## src/rtl/bus_pkg.sv

```systemverilog
// Shared constants and the request payload type for the data-bus arbiter.
// Pure definitions: no latency, no flow control.
package bus_pkg;

  localparam int DATA_W = 32;
  localparam int ADDR_W = 32;
  localparam int BE_W   = 4;

  localparam logic MST_CORE = 1'b0;
  localparam logic MST_DMA  = 1'b1;

  localparam int PRIO_RR    = 0;
  localparam int PRIO_FIXED = 1;

  typedef struct packed {
    logic              we;
    logic [BE_W-1:0]   be;
    logic [ADDR_W-1:0] addr;
    logic [DATA_W-1:0] wdata;
  } req_t;

endpackage

```

## src/rtl/data_bus_arbiter_id_fifo.sv

```systemverilog
// In-order FIFO of 1-bit master IDs; dout/full/empty/count are registered state.
// Latency: push visible at dout next cycle; backpressure: push ignored when full, pop ignored when empty.
module id_fifo #(
  parameter int DEPTH = 2
) (
  input  logic                         clk_i,
  input  logic                         rst_i,
  input  logic                         push_i,
  input  logic                         pop_i,
  input  logic                         din_i,
  output logic                         dout_o,
  output logic                         full_o,
  output logic                         empty_o,
  output logic [$clog2(DEPTH+1)-1:0]   count_o
);

  localparam int CNT_W = $clog2(DEPTH + 1);
  localparam int PTR_W = (DEPTH > 1) ? $clog2(DEPTH) : 1;

  logic [DEPTH-1:0] mem_q, mem_d;
  logic [PTR_W-1:0] wr_ptr_q, wr_ptr_d;
  logic [PTR_W-1:0] rd_ptr_q, rd_ptr_d;
  logic [CNT_W-1:0] cnt_q, cnt_d;
  logic             do_push, do_pop;

  // Pointers wrap explicitly so non-power-of-two depths behave.
  function automatic logic [PTR_W-1:0] ptr_inc(input logic [PTR_W-1:0] p);
    return (p == PTR_W'(DEPTH - 1)) ? '0 : p + 1'b1;
  endfunction

  assign full_o  = (cnt_q == CNT_W'(DEPTH));
  assign empty_o = (cnt_q == '0);
  assign dout_o  = mem_q[rd_ptr_q];
  assign count_o = cnt_q;

  always_comb begin
    do_push  = push_i & ~full_o;
    do_pop   = pop_i & ~empty_o;
    mem_d    = mem_q;
    if (do_push) mem_d[wr_ptr_q] = din_i;
    wr_ptr_d = do_push ? ptr_inc(wr_ptr_q) : wr_ptr_q;
    rd_ptr_d = do_pop ? ptr_inc(rd_ptr_q) : rd_ptr_q;
    cnt_d    = cnt_q;
    case ({do_push, do_pop})
      2'b10:   cnt_d = cnt_q + 1'b1;
      2'b01:   cnt_d = cnt_q - 1'b1;
      default: cnt_d = cnt_q;
    endcase
  end

  always_ff @(posedge clk_i) begin
    if (rst_i) begin
      mem_q    <= '0;
      wr_ptr_q <= '0;
      rd_ptr_q <= '0;
      cnt_q    <= '0;
    end else begin
      mem_q    <= mem_d;
      wr_ptr_q <= wr_ptr_d;
      rd_ptr_q <= rd_ptr_d;
      cnt_q    <= cnt_d;
    end
  end

endmodule

```

## src/rtl/data_bus_arbiter.sv

```systemverilog
// Two-master OBI arbiter: 0-cycle grant and response routing, in-order ID tracking.
// Backpressure: a stalled request is held until granted; new requests block while MAX_OUTSTANDING are in flight.
module data_bus_arbiter
  import bus_pkg::*;
#(
  parameter int MAX_OUTSTANDING = 2,
  parameter int PRIO_MODE       = PRIO_RR
) (
  input  logic              clk_i,
  input  logic              rst_i,
  input  logic              m0_req_i,
  input  logic              m0_we_i,
  input  logic [BE_W-1:0]   m0_be_i,
  input  logic [ADDR_W-1:0] m0_addr_i,
  input  logic [DATA_W-1:0] m0_wdata_i,
  output logic              m0_gnt_o,
  output logic              m0_rvalid_o,
  output logic [DATA_W-1:0] m0_rdata_o,
  input  logic              m1_req_i,
  input  logic              m1_we_i,
  input  logic [BE_W-1:0]   m1_be_i,
  input  logic [ADDR_W-1:0] m1_addr_i,
  input  logic [DATA_W-1:0] m1_wdata_i,
  output logic              m1_gnt_o,
  output logic              m1_rvalid_o,
  output logic [DATA_W-1:0] m1_rdata_o,
  output logic              s_req_o,
  output logic              s_we_o,
  output logic [BE_W-1:0]   s_be_o,
  output logic [ADDR_W-1:0] s_addr_o,
  output logic [DATA_W-1:0] s_wdata_o,
  input  logic              s_gnt_i,
  input  logic              s_rvalid_i,
  input  logic [DATA_W-1:0] s_rdata_i,
  output logic              err_o
);

  localparam int CNT_W = $clog2(MAX_OUTSTANDING + 1);
  localparam logic [0:0] ST_IDLE = 1'b0;
  localparam logic [0:0] ST_HOLD = 1'b1;

  req_t             m0_bus, m1_bus, s_bus;
  logic [1:0]       req;
  logic [0:0]       hold_q, hold_d;
  logic             sel, sel_q, sel_d;
  logic             last_q, last_d;
  logic             err_q, err_d;
  logic             hold_act, s_req, accept, rsp_vld, stray;
  logic             head, fifo_full, fifo_empty;
  logic [CNT_W-1:0] fifo_cnt;

  assign m0_bus = '{we: m0_we_i, be: m0_be_i, addr: m0_addr_i, wdata: m0_wdata_i};
  assign m1_bus = '{we: m1_we_i, be: m1_be_i, addr: m1_addr_i, wdata: m1_wdata_i};
  assign req    = {m1_req_i, m0_req_i};

  always_comb begin
    // A held master that drops req forfeits its hold; arbitrate afresh.
    hold_act = (hold_q == ST_HOLD) & req[sel_q];
    if (hold_act)           sel = sel_q;
    else if (req == 2'b11)  sel = (PRIO_MODE == PRIO_FIXED) ? MST_CORE : ~last_q;
    else if (req == 2'b10)  sel = MST_DMA;
    else                    sel = MST_CORE;

    s_req  = ~rst_i & req[sel] & ~fifo_full;
    accept = s_req & s_gnt_i;
    s_bus  = (sel == MST_DMA) ? m1_bus : m0_bus;

    if (hold_act) hold_d = accept ? ST_IDLE : ST_HOLD;
    else          hold_d = (s_req & ~s_gnt_i) ? ST_HOLD : ST_IDLE;
    sel_d  = sel;
    last_d = accept ? sel : last_q;

    rsp_vld = ~rst_i & s_rvalid_i & ~fifo_empty;
    stray   = s_rvalid_i & (fifo_cnt == '0);
    err_d   = err_q | stray;
  end

  id_fifo #(
    .DEPTH (MAX_OUTSTANDING)
  ) u_id_fifo (
    .clk_i   (clk_i),
    .rst_i   (rst_i),
    .push_i  (accept),
    .pop_i   (s_rvalid_i),
    .din_i   (sel),
    .dout_o  (head),
    .full_o  (fifo_full),
    .empty_o (fifo_empty),
    .count_o (fifo_cnt)
  );

  always_ff @(posedge clk_i) begin
    if (rst_i) begin
      hold_q <= ST_IDLE;
      sel_q  <= MST_CORE;
      last_q <= MST_DMA;
      err_q  <= 1'b0;
    end else begin
      hold_q <= hold_d;
      sel_q  <= sel_d;
      last_q <= last_d;
      err_q  <= err_d;
    end
  end

  assign s_req_o     = s_req;
  assign s_we_o      = s_bus.we;
  assign s_be_o      = s_bus.be;
  assign s_addr_o    = s_bus.addr;
  assign s_wdata_o   = s_bus.wdata;
  assign m0_gnt_o    = accept & (sel == MST_CORE);
  assign m1_gnt_o    = accept & (sel == MST_DMA);
  assign m0_rvalid_o = rsp_vld & (head == MST_CORE);
  assign m1_rvalid_o = rsp_vld & (head == MST_DMA);
  assign m0_rdata_o  = m0_rvalid_o ? s_rdata_i : '0;
  assign m1_rdata_o  = m1_rvalid_o ? s_rdata_i : '0;
  assign err_o       = err_q;

endmodule

```

## config.mk

```make
export PLATFORM = sky130hd
export DESIGN_NAME = data_bus_arbiter
export DESIGN_NICKNAME = d
export VERILOG_FILES = /design/src/rtl/bus_pkg.sv /design/src/rtl/data_bus_arbiter_id_fifo.sv /design/src/rtl/data_bus_arbiter.sv
export SDC_FILE = /design/constraint.sdc
export NUM_CORES = 1
export LEC_CHECK = 0
export CAP_MARGIN = 25
export CELL_PAD_IN_SITES_DETAIL_PLACEMENT = 0
export CELL_PAD_IN_SITES_GLOBAL_PLACEMENT = 1
export CORE_MARGIN = 4
export CORE_UTILIZATION = 13
export CTS_BUF_LIST = sky130_fd_sc_hd__clkbuf_16
export CTS_CLUSTER_SIZE = 16
export DETAILED_ROUTE_END_ITERATION = 6
export HOLD_SLACK_MARGIN = 0.02
export PLACE_DENSITY = 0.88
export SLEW_MARGIN = 20
export SYNTH_ARGS = -nofsm -noshare
export SYNTH_HDL_FRONTEND = slang
export SYNTH_SLANG_ARGS = --single-unit
```

## constraint.sdc

```tcl
create_clock -name clk_i -period 3.11 [get_ports clk_i]
set_input_delay 0.311 -clock clk_i [delete_from_list [all_inputs] [get_ports clk_i]]
set_output_delay 0.311 -clock clk_i [all_outputs]
set_load 0.05 [all_outputs]
```

==> qor.yml, run 1 <==
clocking:
  clk_path_buf_depth: 2
  clock_insertion_delay_worst_skew_ps: 230
  cts_root_buf: "sky130_fd_sc_hd__clkbuf_16"
  cts.repair_timing.setup_buffer_count: 0
  cts_hold_repair.buffers: 0
  cts.reportedPaths.clkPinSlew_ps: 40
  numClockSinks: 10
  cts-buffers-inserted: 3
  cts_tree: "yes"
  htree_levels: 1
  cts_resized: 0
finish:
  mostFrequentLayoutCell: "sky130_fd_sc_hd__clkdlybuf4s50_1"
  flow.area_growth_from_synthesis_pct: 216
  most-common-layout-cells: "sky130_fd_sc_hd__clkdlybuf4s50_1, sky130_fd_sc_hd__buf_4, sky130_fd_sc_hd__buf_12, sky130_fd_sc_hd__and2_1, sky130_fd_sc_hd__mux2_1"
  fraction_of_layout_cells_with_a_size_suffix_above_1_pct: 34.7
  nets: 688
  diodes: 0
  layout.filler_cells: 1286
  layout.cells.non_filler: 686
power_and_ir_drop:
  power.combinational.fraction_pct: 76.3
  flop_pwr_share_pct: 10.5
  power.clock.fraction_pct: 13.1
  net_sw_share_pct: 46.7
  power.ir.vdd_worst_v: 0.000132
  power_density_mw_per_mm2: 300
  leakage_uw: 0.00233
  intPower_uw: 910
  switching_power_uw: 796
floorplanning:
  initial_utilization_pct: 13.4
  die-height_um: 126
  fp.dieW_um: 126
  area_of_the_core_region_mm2: 0.0134
  placement_rows: 42
  design.die.area_mm2: 0.0158
  io_pins: 315
setup_path:
  critical_path_arrival_ps: 2210
  endpoint_kind: "output pin"
  cp.required_ps: 2800
  setup.worst_path.start_class: "input port"
  cp_max_fo: 30
  timing_worst_setup_path_type: "in2out"
synth:
  yosys_cell_types: 31
  synth_cells: 202
  synth_fp_nets: 379
  synth.avg_cell_area_um2: 8.90
  ys_ff_latch: 10
  synth.yosys.warnings: 0
  synth.cell_area_mm2: 0.00180
  synth-seq-area-share_pct: 11.1
route:
  routed_wire_length_per_instance_um: 17.9
  via_count_normalized_by_instance_count: 3.99
  detail_route.iter0.violations: 42
  drt.antenna.violating_nets: 0
  detailroute.via_count: 2734
  drt_wl_total_um: 12300
  drtPass1Iterations: 4
  drt_drc_violations_left: 0
global_routing:
  globalRoute.busiestLayer: "met2"
  grt_overflow: 0
  global_route_wire_length_before_repair_um: 18300
  global_route.usage.met1_pct: 16.4
  grt_pass1_vias: 3094
  global_route_met3_usage_pct: 7.46
  grt_start_max_net_pins: 46
  globalRouteTotalUtil_pct: 14.6
  grt_util_met2_pct: 24.8
  antenna_found_initial: 0
timing:
  fmax_ghz: 0.397
  setup_violations: 0
  worst_clk_skew_ps: 1.17
  final_min_period_ps: 2520
  report.final.slew_viol_count: 0
  actual_transition_at_the_worst_max_transition_pin_ps: 526
  relSlewSlack_pct: 64.8
  report.final.hold_viol_count: 0
  setup_repair_after_global_routing_missed_its_margin: "no"
  fin_tns_setup_ps: 0
  final_min_period_over_clock_period_pct: 81.0
run_status:
  run_status: "finished clean"
place:
  place.detailed.instances: 682
  post-dp-hpwl_um: 10800
  port-buffer-count: 314
  final_gp_congestion: 0.871
worst_hold_path:
  hold_class: "reg2reg"
flow_run:
  max_cap_viol_count: 0
-- area by class of cell --
| type | count | area, um^2 | area share [%] |
|---|---|---|---|
| repair buffers | 319 | 3690 | 64.9 |
| multi-input cells | 175 | 1490 | 26.1 |
| well taps | 176 | 220 | 3.88 |
| flip-flops and latches | 10 | 200 | 3.52 |
| clock buffers | 3 | 75.1 | 1.32 |
| inverters | 2 | 7.51 | 0.132 |
| clock inverters | 1 | 3.75 | 0.0661 |
-- through the flow --
stage	total power (uW)	hold WS [ps]	setup WS (ps)	utilization, %	area, um^2
6_report	1710	464	591	42.4	5680
5_1_grt	1780	506	508	42.4	5680
4_1_cts	1720	476	584	42.4	5680
3_5_place_dp	1490	465	589	41.8	5600
3_3_place_gp	1480	459	665	41.8	5600
2_1_floorplan	884	446	1070	-	1800
-- worst max-delay path: stages --
cell	delay, ps
sky130_fd_sc_hd__clkdlybuf4s50_1	550
sky130_fd_sc_hd__inv_2	60
sky130_fd_sc_hd__o31ai_4	290
sky130_fd_sc_hd__buf_4	400
sky130_fd_sc_hd__mux2_1	390
sky130_fd_sc_hd__buf_4	200
-- final timing paths --
kind                                           from                                end  slack, ps  cells past startpoint
setup reg to reg  u_id_fifo.count_o[0]$_SDFFE_PP0P_  u_id_fifo.count_o[1]$_SDFFE_PP0P_       1170                      5
setup / recovery                           m0_req_i                       s_addr_o[12]        590                      6
hold / removal                     err_o$_SDFF_PP0_                   err_o$_SDFF_PP0_        460                      2
hold reg to reg                    err_o$_SDFF_PP0_                   err_o$_SDFF_PP0_        460                      2
-- power groups by stage --
stage / clock, uW / combinational (uW) / sequential (uW)
detailed placement: 0 / 1310 / 182
CTS: 228 / 1320 / 180
global placement: 0 / 1300 / 180
finish: 224 / 1300 / 180
floorplan: 0 / 699 / 185
global route: 236 / 1360 / 184
-- sequential cells by signal (all words and copies together) (netlist names) --
| name | cells |
|---|---|
| u_id_fifo.wr_ptr_q | 1 |
| err_o | 1 |
| sel_q | 1 |
| last_q | 1 |
| hold_q | 1 |
| u_id_fifo.mem_q | 2 |
| u_id_fifo.rd_ptr_q | 1 |
| u_id_fifo.count_o | 2 |
-- synthesized netlist by cell type, drive strengths merged --
master  count  share of area [%]
mux2       70                 44
nand3       1               0.28
xor2        2               0.97
nor3b       1               0.70
and2       65                 23
or3         1               0.35
nand2b      4                1.4
buf        12                5.2
nand4       1               0.35
ha          1               0.70
nor2        9                1.9
nand3b      1               0.42
dfxtp      10                 11
nor2b       2               0.70
nand4b      1               0.49
xnor2       1               0.49
inv         2               0.42
a21oi       3               0.83
o311ai      1               0.49
mux2i       5                2.8
nor3        2               0.83
o21ai       2               0.77
o31ai       1                1.2
clkbuf      3               0.63
o21ba       1               0.56
-- routing by layer --
| layer | up-vias | routed length [um] |
|---|---|---|
| met5 | - | 0 |
| li1 | 1306 | - |
| met1 | 1222 | 4680 |
| met3 | 8 | 1560 |
| met2 | 198 | 5860 |
| met4 | 0 | 154 |
-- cell families after synthesis --
group / synth area share [%]
buf+inv: 6.26
compound gates: 3.83
mux: 46.6
xor+xnor: 1.46
flops: 11.1
simple gates: 30.0
fa+ha+maj: 0.696
Note: power is estimated with default switching activity, not from simulation.
==> run 2, diff against run 1 <==
Settings changed: CORE_UTILIZATION 13 to 11, PLACE_DENSITY 0.88 to 0.79.
Clock period 3.11 ns to 2.2 ns, I/O delays scaled along.
==> qor.yml, run 2 (synthesis gave the netlist of run 1 again) <==
run_status:
  run_status: "finished clean"  # unchanged
floorplanning:
  io_pins: 315  # unchanged
  die-height_um: 136  # was 126 um
  fp.dieW_um: 136  # was 126 um
  initial_utilization_pct: 11.3  # was 13.4%
  design.die.area_mm2: 0.0185  # was 0.0158 mm^2
  area_of_the_core_region_mm2: 0.0159  # was 0.0134 mm^2
  placement_rows: 46  # was 42
global_routing:
  antenna_found_initial: 0  # unchanged
  grt_pass1_vias: 3020  # was 3094
  grt_start_max_net_pins: 34  # was 46
  global_route_wire_length_before_repair_um: 17000  # was 18300 um
  grt_overflow: 0  # unchanged
  globalRouteTotalUtil_pct: 11.6  # was 14.6%
setup_path:
  timing.rr.start: "u_id_fifo.count_o[0]$_SDFFE_PP0P_"  # unchanged
  worstSetupStartpoint: "m0_req_i"  # unchanged
  setup.worst_path.start_class: "input port"  # unchanged
  timing_worst_setup_path_type: "in2out"  # unchanged
  endpoint_kind: "output pin"  # unchanged
  critical_path_arrival_ps: 1930  # was 2210 ps
  cp.required_ps: 1980  # was 2800 ps
  cp_max_fo: 26  # was 30
route:
  drt.antenna.violating_nets: 0  # unchanged
  drt_wl_total_um: 11700  # was 12300 um
  drt_drc_violations_left: 0  # unchanged
  detail_route.iter0.violations: 51  # was 42
  drtPass1Iterations: 4  # unchanged
  via_count_normalized_by_instance_count: 3.74  # was 3.99
  detailroute.via_count: 2738  # was 2734
  routed_wire_length_per_instance_um: 16.0  # was 17.9 um
power_and_ir_drop:
  power_density_mw_per_mm2: 420  # was 300 mW/mm^2
  power.ir.vdd_worst_v: 0.000227  # was 0.000132 V
  leakage_uw: 0.00238  # was 0.00233 uW
  totalPowerFinal_uw: 2460  # was 1710 uW
place:
  minimum_setup_slack_after_placement_ps: -79.7  # was 589 ps
  final_gp_congestion: 0.873  # was 0.871
  port-buffer-count: 314  # unchanged
  post-dp-hpwl_um: 10300  # was 10800 um
  place.detailed.instances: 726  # was 682
finish:
  most-common-layout-cells: "sky130_fd_sc_hd__clkdlybuf4s50_1, sky130_fd_sc_hd__buf_4, sky130_fd_sc_hd__buf_12, sky130_fd_sc_hd__and2_1, sky130_fd_sc_hd__mux2_1"  # unchanged
  utilization_pct: 36.7  # was 42.4%
  layout.filler_cells: 1560  # was 1286
  mostFrequentLayoutCell: "sky130_fd_sc_hd__clkdlybuf4s50_1"  # unchanged
  diodes: 0  # unchanged
  flow.area_growth_from_synthesis_pct: 225  # was 216%
  layout.cells.non_filler: 733  # was 686
  fraction_of_layout_cells_with_a_size_suffix_above_1_pct: 35.8  # was 34.7%
  nets: 695  # was 688
clocking:
  cts_root_buf: "sky130_fd_sc_hd__clkbuf_16"  # unchanged
  clock_insertion_delay_worst_skew_ps: 240  # was 230 ps
  clk_path_buf_depth: 2  # unchanged
  numClockSinks: 10  # unchanged
  cts.reportedPaths.clkPinSlew_ps: 40  # about the same
  htree_levels: 1  # unchanged
  cts-buffers-inserted: 3  # unchanged
  cts_tree: "yes"  # unchanged
timing:
  report.final.slew_viol_count: 0  # unchanged
  fin_tns_setup_ps: 0  # unchanged
  report.final.hold_viol_count: 0  # unchanged
  setup_repair_after_global_routing_missed_its_margin: "no"  # unchanged
  worst_clk_skew_ps: 1.98  # was 1.17 ps
  actual_transition_at_the_worst_max_transition_pin_ps: 496  # was 526 ps
  worst_slack_ps: 49.1  # was 591 ps
  setup_violations: 0  # unchanged
  fmax_ghz: 0.465
  final_min_period_ps: 2150
  relSlewSlack_pct: 66.9  # was 64.8%
  final_min_period_over_clock_period_pct: 97.8
worst_hold_path:
  hold_class: "reg2reg"  # unchanged
  worstHoldStart: "err_o$_SDFF_PP0_"  # unchanged
flow_run:
  max_cap_viol_count: 0  # unchanged
==> run 2: cell types whose count changed in the layout (fill, tap and decap cells not counted) <==
cell | previous run | this run
sky130_fd_sc_hd__buf_4 | 74 | 77
sky130_fd_sc_hd__buf_16 | 0 | 1
sky130_fd_sc_hd__buf_8 | 0 | 1
sky130_fd_sc_hd__clkdlybuf4s50_1 | 177 | 176
sky130_fd_sc_hd__buf_12 | 68 | 71
==> run 2: cell type report <==
| cell class | count | area (um^2) | area share [%] |
|---|---|---|---|
| clock buffers | 3 | 75.1 | 1.28 |
| flip-flops and latches | 10 | 200 | 3.42 |
| clock inverters | 1 | 3.75 | 0.0642 |
| multi-input cells | 175 | 1490 | 25.4 |
| well taps | 216 | 270 | 4.62 |
| inverters | 2 | 7.51 | 0.128 |
| repair buffers | 326 | 3800 | 65.1 |
==> run 2: where the power goes <==
part / switching (uW) / leakage [uW] / internal (uW)
sequential: 36.8 / 0.0000822 / 216
combinational: 1010 / 0.00226 / 867
clock: 87.4 / 0.0000385 / 238
total: 1140 / 0.00238 / 1320
==> run 2: stage by stage <==
stage	hold slack (ps)	area [um^2]
after floorplan	361	1800
after global placement	458	5720
after detailed placement	457	5720
after CTS	476	5840
after global routing	503	5850
final	475	5850
==> run 2: timing repair <==
| item | CTS | global route |
|---|---|---|
| gates cloned | 1 | 0 |
| setup endpoints to repair | 69 | 5 |
| buffers inserted | 2 | 0 |
| hold endpoints to repair | 0 | 0 |
| resized for setup | 2 | 1 |
| pin swaps | 1 | 0 |
| hold buffers | 0 | 0 |
==> run 2: worst max-delay path: stages <==
cell and delay, ps:
sky130_fd_sc_hd__clkdlybuf4s50_1 530, sky130_fd_sc_hd__inv_2 60, sky130_fd_sc_hd__o31ai_4 180, sky130_fd_sc_hd__buf_4 170, sky130_fd_sc_hd__buf_12 180, sky130_fd_sc_hd__mux2_2 380
sky130_fd_sc_hd__buf_4 200
==> run 2: worst paths after layout <==
| path | cells after the start | slack [ps] | endpoint |
|---|---|---|---|
| hold / removal | 2 | 480 | err_o$_SDFF_PP0_ |
| hold reg to reg | 2 | 480 | err_o$_SDFF_PP0_ |
| setup / recovery | 7 | 50 | s_wdata_o[0] |
| setup reg to reg | 5 | 410 | u_id_fifo.count_o[1]$_SDFFE_PP0P_ |
==> run 2: layer usage <==
layer	GRT usage, %	vias up	share of wire [%]
li1	-	1325	-
met1	12.4	1209	36
met2	21.6	201	50
met3	5.11	3	14
met4	1.18	0	0.24
met5	0	-	0
